`src/rtl/muldiv_sequencer.sv`:
```
// muldiv_sequencer
//   Multi-cycle RV32M multiply/divide unit that sits beside the execute-stage
//   ALU. Operands are latched on an accepted start. The unit then works one
//   bit per cycle: shift-add for multiply, restoring division for divide.
//   Sign correction is applied on the final iteration. Result is registered,
//   and done pulses for one cycle. stall holds the pipeline from the request
//   cycle until the cycle before done.
//
// Ports
//   clk     in   rising-edge clock
//   reset   in   asynchronous active-high reset
//   start   in   operation request, sampled only in IDLE
//   Funct3  in   000 MUL, 001 MULH, 010 MULHSU, 011 MULHU,
//                100 DIV, 101 DIVU, 110 REM, 111 REMU
//   SrcA    in   rs1: multiplicand / dividend
//   SrcB    in   rs2: multiplier / divisor
//   flush   in   abort an in-flight op; also drops a start that arrives in IDLE
//   busy    out  iterating
//   done    out  one-cycle pulse, Result valid
//   Result  out  registered result, held until the next accepted op completes
//   stall   out  pipeline hold request (combinational)
//
// state | meaning
// IDLE  | waiting for start
// BUSY  | iterating, one bit per cycle; the counter runs WIDTH down to 1
// DONE  | Result valid, done pulses; returns to IDLE unconditionally

module muldiv_sequencer #(
    parameter int WIDTH = 32
) (
    input  logic             clk,
    input  logic             reset,
    input  logic             start,
    input  logic [2:0]       Funct3,
    input  logic [WIDTH-1:0] SrcA,
    input  logic [WIDTH-1:0] SrcB,
    input  logic             flush,
    output logic             busy,
    output logic             done,
    output logic [WIDTH-1:0] Result,
    output logic             stall
);

    localparam int CW = $clog2(WIDTH + 1);
    localparam logic [CW-1:0] CNT_INIT = CW'(WIDTH);
    localparam logic [CW-1:0] CNT_ONE  = CW'(1);

    localparam logic [1:0] IDLE = 2'd0;
    localparam logic [1:0] BUSY = 2'd1;
    localparam logic [1:0] DONE = 2'd2;

    logic [1:0]       state;
    logic [2:0]       op;
    logic [WIDTH-1:0] opnd;     // multiplicand (mul) or divisor (div)
    logic [WIDTH-1:0] acc_hi;   // product high half or partial remainder
    logic [WIDTH-1:0] acc_lo;   // multiplier/product low, or dividend/quotient
    logic [CW-1:0]    cnt;
    logic             neg_q;    // product or quotient must be negated
    logic             neg_r;    // remainder must be negated (dividend sign)

    // ---------------- request decode ----------------
    logic             is_div_in, sgn_a_in, sgn_b_in, neg_a_in, neg_b_in;
    logic [WIDTH-1:0] mag_a, mag_b;
    logic             div_zero_in, div_ovf_in, accept;
    logic [WIDTH-1:0] fast_result;

    always_comb begin
        is_div_in   = Funct3[2];
        sgn_a_in    = (Funct3 == 3'b001) || (Funct3 == 3'b010) ||
                      (Funct3 == 3'b100) || (Funct3 == 3'b110);
        sgn_b_in    = (Funct3 == 3'b001) || (Funct3 == 3'b100) ||
                      (Funct3 == 3'b110);
        neg_a_in    = sgn_a_in & SrcA[WIDTH-1];
        neg_b_in    = sgn_b_in & SrcB[WIDTH-1];
        // The most negative value maps onto itself, which is its correct
        // unsigned magnitude.
        mag_a       = neg_a_in ? ({WIDTH{1'b0}} - SrcA) : SrcA;
        mag_b       = neg_b_in ? ({WIDTH{1'b0}} - SrcB) : SrcB;
        div_zero_in = is_div_in && (SrcB == {WIDTH{1'b0}});
        div_ovf_in  = is_div_in && sgn_a_in &&
                      (SrcA == {1'b1, {(WIDTH-1){1'b0}}}) &&
                      (SrcB == {WIDTH{1'b1}});
        accept      = (state == IDLE) && start && !flush;

        // Funct3[1] selects a remainder result within the divide group.
        fast_result = '0;
        if (div_zero_in)
            fast_result = Funct3[1] ? SrcA : {WIDTH{1'b1}};
        else if (div_ovf_in)
            fast_result = Funct3[1] ? {WIDTH{1'b0}} : SrcA;
    end

    // ---------------- one iteration ----------------
    logic [WIDTH:0]   mul_sum;
    logic [WIDTH-1:0] mul_hi_nx, mul_lo_nx;
    logic [WIDTH:0]   div_shift;
    logic             div_ge;
    logic [WIDTH-1:0] div_hi_nx, div_lo_nx;

    always_comb begin
        mul_sum   = {1'b0, acc_hi} + {1'b0, (acc_lo[0] ? opnd : {WIDTH{1'b0}})};
        mul_hi_nx = mul_sum[WIDTH:1];
        mul_lo_nx = {mul_sum[0], acc_lo[WIDTH-1:1]};

        // Partial remainder stays below the divisor, so the W-bit difference
        // is exact whenever the trial subtraction succeeds.
        div_shift = {acc_hi, acc_lo[WIDTH-1]};
        div_ge    = (div_shift >= {1'b0, opnd});
        div_hi_nx = div_ge ? (div_shift[WIDTH-1:0] - opnd) : div_shift[WIDTH-1:0];
        div_lo_nx = {acc_lo[WIDTH-2:0], div_ge};
    end

    // ---------------- sign-corrected final result ----------------
    logic [2*WIDTH-1:0] prod, prod_s;
    logic [WIDTH-1:0]   quot_s, rem_s;
    logic [WIDTH-1:0]   final_result;

    always_comb begin
        prod   = {mul_hi_nx, mul_lo_nx};
        prod_s = neg_q ? ({(2*WIDTH){1'b0}} - prod) : prod;
        quot_s = neg_q ? ({WIDTH{1'b0}} - div_lo_nx) : div_lo_nx;
        rem_s  = neg_r ? ({WIDTH{1'b0}} - div_hi_nx) : div_hi_nx;
        case (op)
            3'b000:                 final_result = prod_s[WIDTH-1:0];
            3'b001, 3'b010, 3'b011: final_result = prod_s[2*WIDTH-1:WIDTH];
            3'b100, 3'b101:         final_result = quot_s;
            default:                final_result = rem_s;
        endcase
    end

    // ---------------- sequencer ----------------
    always_ff @(posedge clk or posedge reset) begin
        if (reset) begin
            state  <= IDLE;
            op     <= '0;
            opnd   <= '0;
            acc_hi <= '0;
            acc_lo <= '0;
            cnt    <= '0;
            neg_q  <= 1'b0;
            neg_r  <= 1'b0;
            Result <= '0;
        end else begin
            case (state)
                IDLE: begin
                    if (accept) begin
                        op     <= Funct3;
                        neg_q  <= neg_a_in ^ neg_b_in;
                        neg_r  <= neg_a_in;
                        opnd   <= is_div_in ? mag_b : mag_a;
                        acc_lo <= is_div_in ? mag_a : mag_b;
                        acc_hi <= '0;
                        cnt    <= CNT_INIT;
                        if (div_zero_in || div_ovf_in) begin
                            Result <= fast_result;
                            state  <= DONE;
                        end else begin
                            state  <= BUSY;
                        end
                    end
                end
                BUSY: begin
                    if (flush) begin
                        state <= IDLE;
                    end else begin
                        acc_hi <= op[2] ? div_hi_nx : mul_hi_nx;
                        acc_lo <= op[2] ? div_lo_nx : mul_lo_nx;
                        cnt    <= cnt - CNT_ONE;
                        if (cnt == CNT_ONE) begin
                            Result <= final_result;
                            state  <= DONE;
                        end
                    end
                end
                DONE:    state <= IDLE;
                default: state <= IDLE;
            endcase
        end
    end

    assign busy  = (state == BUSY);
    assign done  = (state == DONE);
    assign stall = (start && (state == IDLE) && !flush) || (state == BUSY);

endmodule

```
`config.mk`:
```
export PLATFORM = sky130hd
export DESIGN_NAME = muldiv_sequencer
export DESIGN_NICKNAME = d
export VERILOG_FILES = /design/src/rtl/muldiv_sequencer.sv
export SDC_FILE = /design/constraint.sdc
export NUM_CORES = 1
export LEC_CHECK = 0
export ABC_CLOCK_PERIOD_IN_PS = 5000
export BUFFER_PORTS_ARGS = -buffer_cell sky130_fd_sc_hd__buf_2
export CAP_MARGIN = 20
export CORE_MARGIN = 4
export CORE_UTILIZATION = 55
export CTS_BUF_LIST = sky130_fd_sc_hd__clkbuf_4 sky130_fd_sc_hd__clkbuf_8
export DETAILED_ROUTE_END_ITERATION = 8
export PLACE_DENSITY = 0.83
export SETUP_SLACK_MARGIN = 0.2
export SLEW_MARGIN = 10
export SYNTH_ARGS = -nofsm -noshare
export SYNTH_HDL_FRONTEND = slang
export SYNTH_SLANG_ARGS = --single-unit
```
`constraint.sdc`:
```
create_clock -name clk -period 5 [get_ports clk]
set_input_delay 0.25 -clock clk [delete_from_list [all_inputs] [get_ports clk]]
set_output_delay 0.25 -clock clk [all_outputs]
set_load 0.01 [all_outputs]
```
After elaboration in Yosys (flattened, before gate mapping)
Index checks and enable logic that the tools add are counted.
Widths: inputs -> output; s select.
- add/subtract/negate cells: 8
- magnitude comparators: 1
- eq/ne operators: 19
- mux-type cells: 35
- bitwise operators: 3
- reductions and logical operators: 24
- operators with widths (cell ; number):
    $mux 32 ; 22
    $pmux 32 s2 ; 3
    $sub 1x32->32 const A ; 4
    $pmux 32 s3 ; 1
    $eq 32x32->1 const B ; 2
    $mux 64 ; 1
    $sub 1x64->64 const A ; 1
    $add 32x32->33 ; 1
    $ge 33x32->1 ; 1
    $logic_not 32->1 ; 1
    $sub 32x32->32 ; 1
    $eq 3x3->1 const B ; 4
    $mux 6 ; 2
    $pmux 6 s2 ; 1
    $eq 3x2->1 const B ; 3
    $mux 2 ; 4
    $logic_or 1x1->1 ; 7
    $eq 3x1->1 const B ; 2
    $eq 6x1->1 const B ; 1
    $logic_and 1x1->1 ; 6
    $sub 6x1->6 const B ; 1
    $reduce_and 5->1 ; 1
    $ne 2x1->1 const B ; 2
    $ne 2x2->1 const B ; 2
    14 further kinds ; 16
- bits in registers: 141
- output and inout bits: 35
- word-level logic and storage cells: 99

Logic depth before layout (Yosys ltp)
- word-level depth: 12
- gate-level depth with buffers: 27

Least setup slack after synthesis
OpenSTA, ideal clock, no wires.
- kind: flip-flop to flip-flop
- from: register acc_hi[21]
- to: register Result[22]
- setup time: 0.134 ns
- arrival: 5.471 ns
- required time: 4.866 ns
- slack: -0.605 ns
- stages on the path, launching flop included: 26
- period minus slack after synthesis: 5.605 ns
- cells stage by stage: dfrtp_1 -> ha_1 -> clkbuf_1 -> nand4_1 -> nor3_1 -> nand3_1 -> a31oi_1 -> or2_1 -> clkbuf_1 -> clkbuf_1 -> buf_2 -> buf_1 -> buf_1 -> mux2i_1 -> ha_1 -> and2_1 -> nand2_1 -> or3_1 -> nor3_1 -> a41oi_1 -> a21oi_1 -> nand3b_1 -> o21ai_0 -> xor2_1 -> a221oi_1 -> o31ai_1
- word-level cells in the longest chain between the ends: 8
- elaborated cells on any way between the ends: 14
- those cells by class: add/sub (5); order compare (1); mux (8)
- ends and longest elaborated chain (item ; line ; text):
    start, declared ; 55 ; logic [WIDTH-1:0] acc_hi;
    start signal, assigned ; 166 ; acc_hi <= op[2] ? div_hi_nx : mul_hi_nx;
    $sub 32x32->32 / $ge 33x32->1 (equally long branches) ; 109, 108 ;
    $mux 32 ; 109 ; div_hi_nx = div_ge ? (div_shift[WIDTH-1:0] - opnd) : div_shift[WIDTH-1:0];
    $sub 1x32->32 ; 122 ; rem_s = neg_r ? ({WIDTH{1'b0}} - div_hi_nx) : div_hi_nx;
    $mux 32 ; 122 ;
    $pmux 32 s3 * ; 123 ; case (op)
    $mux 32 * ; 169 ; if (cnt == CNT_ONE) begin
    $mux 32 * ; 163 ; if (flush) begin
    $pmux 32 s2 * ; 144 ; case (state)
    end signal, assigned ; 155 ; Result <= fast_result;
    end signal, assigned ; 170 ; Result <= final_result;
    end, declared ; 40 ; output logic [WIDTH-1:0] Result,
Mark *: on every way between the ends. The rest lies on a longest branch, timed or not. The select of a mux whose other input is x is not followed.
A chain may end at the register's enable or synchronous reset.

Worst setup path in the final report
- from: register opnd[14]
- to: register Result[15]
- word-level cells in the longest chain between the ends: 8
- elaborated cells on any way between the ends: 15
- those cells by class: add/sub (5); order compare (1); mux (9)
- ends and longest elaborated chain (item ; line ; text):
    start, declared ; 54 ; logic [WIDTH-1:0] opnd;
    start signal, assigned ; 150 ; opnd <= is_div_in ? mag_b : mag_a;
    $mux 32, or another cell as far along ; 101 ; mul_sum = {1'b0, acc_hi} + {1'b0, (acc_lo[0] ? opnd : {WIDTH{1'b0}})};
    $add 32x32->33 / $mux 32 (equally long branches) ; 101, 109 ;
    $sub 1x64->64 / $sub 1x32->32 (equally long branches) ; 120, 122 ;
    $mux 64 / $mux 32 (equally long branches) ; 120, 122 ;
    $pmux 32 s3 * ; 123 ;
    $mux 32 * ; 169 ;
    $mux 32 * ; 163 ;
    $pmux 32 s2 * ; 144 ;
Marks and branches as above.

==> results.md <==
- Status: finished, violations left
- Violated checks: negative hold slack
- Placed instance count: 2,859
- Worst Tran Pin Value: 1.02 ns
- Sequential share of the synthesized area: 0.208
- Iter 0 DRT Violations: 2,502
- CP required: 5.37 ns
- Crit-path leading delay family: compound AO/OA/AOI/OAI gates
- Clock root cell: clkbuf_8
- Peak fanout along the critical path: 20
- Synth warn: 0
- Avg Cell Area, Syn: 7.05 um2
- Synth Net Count: 2,552
- Port bufs: 105
- Initial antenna violation count: 4
- Part of the power in registers: 0.153
- Routed len/inst: 24.7 um
- Worst path bufs/invs: 4
- ANT cells: 0
- H-tree depth: 4
- # IOs: 106
- Pwr dens: 732 mW/mm2
- Crit end category: flip-flop
- Netlist cell types: 86
- Hold_ws: -0.0379 ns
- Post-synth top area cell: dfrtp_1
- Tot Pwr: 14.2 mW
- Die width: 184 um
- Post-synth EDFFs: 0
- Switch Pwr: 8.02 mW
- Clock power share: 0.067
- Post-Place Worst Slack: -0.0328 ns
- Met3 usage: 0.112
- CP cell instances: inv_1, ha_1, nand4_1, nor4_4, a31oi_1, o21ai_2, or2_4, buf_4, clkinv_1, buf_4, nand2_1, o21ai_0, xnor2_1, a221oi_1, o21ai_0, o211ai_1, a31oi_1
- Core Region: 0.0305 mm2
- Max rail drop VDD: 0.000298 V
- Int Power: 6.18 mW
- R2r startpoint: opnd[14]$_DFFE_PP0P_
- Final GP Congestion: 1.03
- First-pass GRT wire length: 108 mm
- Vias per cell: 6.75
- Final non-filler cell total: 2,912
- Worst Path Class, Setup: reg2reg
- Syn Inst Count: 2,407
- Die ar.: 0.0337 mm2
- Critical-path cell with the highest stage delay: nand2_1
- Top-area cell type share of the netlist area: 0.208
- Combinational power share: 0.780
- Final slew viol count: 0
- Final Hold Vio Count: 29
- Post-layout worst setup margin: 0.346 ns
- WL final: 71.9 mm
- Die H: 184 um
- Initial Utilization: 0.556
- Utilization after layout: 0.636
- Worst-case clock buffer depth: 2
- Area Overhead vs Synth: 14.3%
- Layout Skew: 0.0199 ns
- Post-synth top flop: dfrtp_1
- Global Route met2 Usage: 0.630
- FMAX: 215 MHz
- Leak: 8.07 nW
- Finish-stage setup viols: 0
- DR pass1 iterations: 6
- CP Launch Point: opnd[14]$_DFFE_PP0P_
- Hold Path Class: in2async
- # DRC: 0
- Net switching fraction of the power: 0.565
- GRT Util Overall: 0.411
- Synth cell count leaders: nor2_1 (292), nand2_1 (264), a21oi_1 (234)
- Clock tree sinks: 141
- Top cells by area, synth: dfrtp_1 (21%), a21oi_1 (6.9%), o21ai_0 (6.8%)
- Post-route ant nets: 0
- Proportion of layout cells with a drive suffix above 1: 0.167
- Nets: 2,648
- CTS tree: yes
- M1 GR Usage: 0.547
- Row cnt: 64
- Period utilization: 0.931
- Crit path DAT: 5.02 ns
- Worst-path clk slew: 0.11 ns
- Clk Latency, worst-skew pair: 0.50 ns
- Post-Syn Area: 0.0170 mm2
- Worst setup SP type: flip-flop
- Grt ovf: 0
- GRT busiest layer: met2
- Max-cap violations: 0
- Yosys reg bits: 141
- Hpwl dp: 55.7 mm
- CTS buffer count: 17
- Max stage delay on crit path: 0.48 ns
- Vias: 19,600
- Post-synth ARST share: 1.00
- Vias in the first global route: 18,400
- RSZ-0062 raised after global routing: no
- Most frequent cell after synthesis: nor2_1
- Fin crit period: 4.65 ns
- Normalized max-slew margin: 0.321
- Largest net degree at the start of global routing: 101
routing by layer:
layer	up-vias	routed length, um
met3	240	8850
met4	6	3590
met2	1266	30900
li1	8874	-
met1	9262	28600
met5	-	33
cell families (layout without fill, tap and decap cells):
logic type / count (synthesis) / count (layout) / share of synthesized area
AO/OA/AOI/OAI: 778 / 778 / 0.281
XOR/XNOR: 221 / 221 / 0.114
adder cells (fa/ha/maj): 74 / 74 / 0.0554
buffers and inverters: 247 / 356 / 0.0557
flip-flops: 141 / 141 / 0.208
multiplexers: 75 / 75 / 0.0447
AND/OR/NAND/NOR: 871 / 871 / 0.241
cells in the final DEF (no fill, tap or decap), drive strengths merged, types with 14 or more instances in the layout:
cell type,n
a211oi,21
a21o,17
a21oi,234
a221oi,14
a22o,22
a31oi,46
and2,16
buf,250
clkbuf,18
dfrtp,141
ha,72
inv,83
mux2i,69
nand2,264
nand2b,15
nand3,35
nand4,33
nor2,292
nor3,61
nor4,27
o211ai,27
o21ai,240
o31ai,36
o41ai,16
or2,17
or3,34
or4,15
xnor2,117
xor2,104
cell type report:
type / count / area (um2)
Multi-Input combinational cell: 2019 / 13100
Timing Repair Buffer: 252 / 1640
Clock inverter: 15 / 136
Sequential cell: 141 / 3540
Tap cell: 396 / 495
Clock buffer: 17 / 234
Inverter: 72 / 283
Fill cell: 2825 / 11100
path summary, 6_finish.rpt:
path / depth (start not counted) / end / slack [ns]
max: 17 / Result[15]$_DFFE_PP0P_ / 0.35
min in group clk: 3 / op[1]$_DFFE_PP0P_ / 0.08
max in group asynchronous: 3 / acc_hi[21]$_DFFE_PP0P_ / 3.73
min reg2reg: 2 / opnd[8]$_DFFE_PP0P_ / 0.49
max reg2reg: 17 / Result[15]$_DFFE_PP0P_ / 0.35
min: 2 / Result[16]$_DFFE_PP0P_ / -0.04
stage by stage:
| stage | instance area, um2 | hold slack (ns) | setup TNS [ns] |
|---|---|---|---|
| 6_report | 19400 | -0.0379 | 0 |
| 5_1_grt | 19400 | 0.0355 | 0 |
| 4_1_cts | 18800 | 0.0181 | 0 |
| 3_5_place_dp | 18300 | 0.476 | -0.0328 |
| 3_3_place_gp | 18300 | 0.463 | 0 |
| 2_1_floorplan | 17000 | 0.355 | 0 |
power by group through the flow:
| stage | logic (mW) | registers (mW) | clock network [mW] |
|---|---|---|---|
| floorplan | 6.83 | 1.82 | 0 |
| global placement | 9.92 | 2.11 | 0 |
| detailed placement | 9.96 | 2.12 | 0 |
| CTS | 10.2 | 2.10 | 0.945 |
| global route | 11.8 | 2.20 | 0.986 |
| finish | 11.1 | 2.17 | 0.955 |
what timing repair did:
action | 4_1_cts | 5_1_grt
hold buffers | 1 | 0
resized for setup | 16 | 107
setup buffers | 6 | 13
endpoints found under the setup margin | 11 | 19
pin swaps | 4 | 26
endpoints found under the hold margin | 1 | 0
registers in the layout, indices dropped and copies added (netlist names):
register  count
Result       32
op            3
acc_hi       32
opnd         32
acc_lo       32
neg_r         1
state         2
cnt           6
neg_q         1
Power figures use the tool's default switching activity.
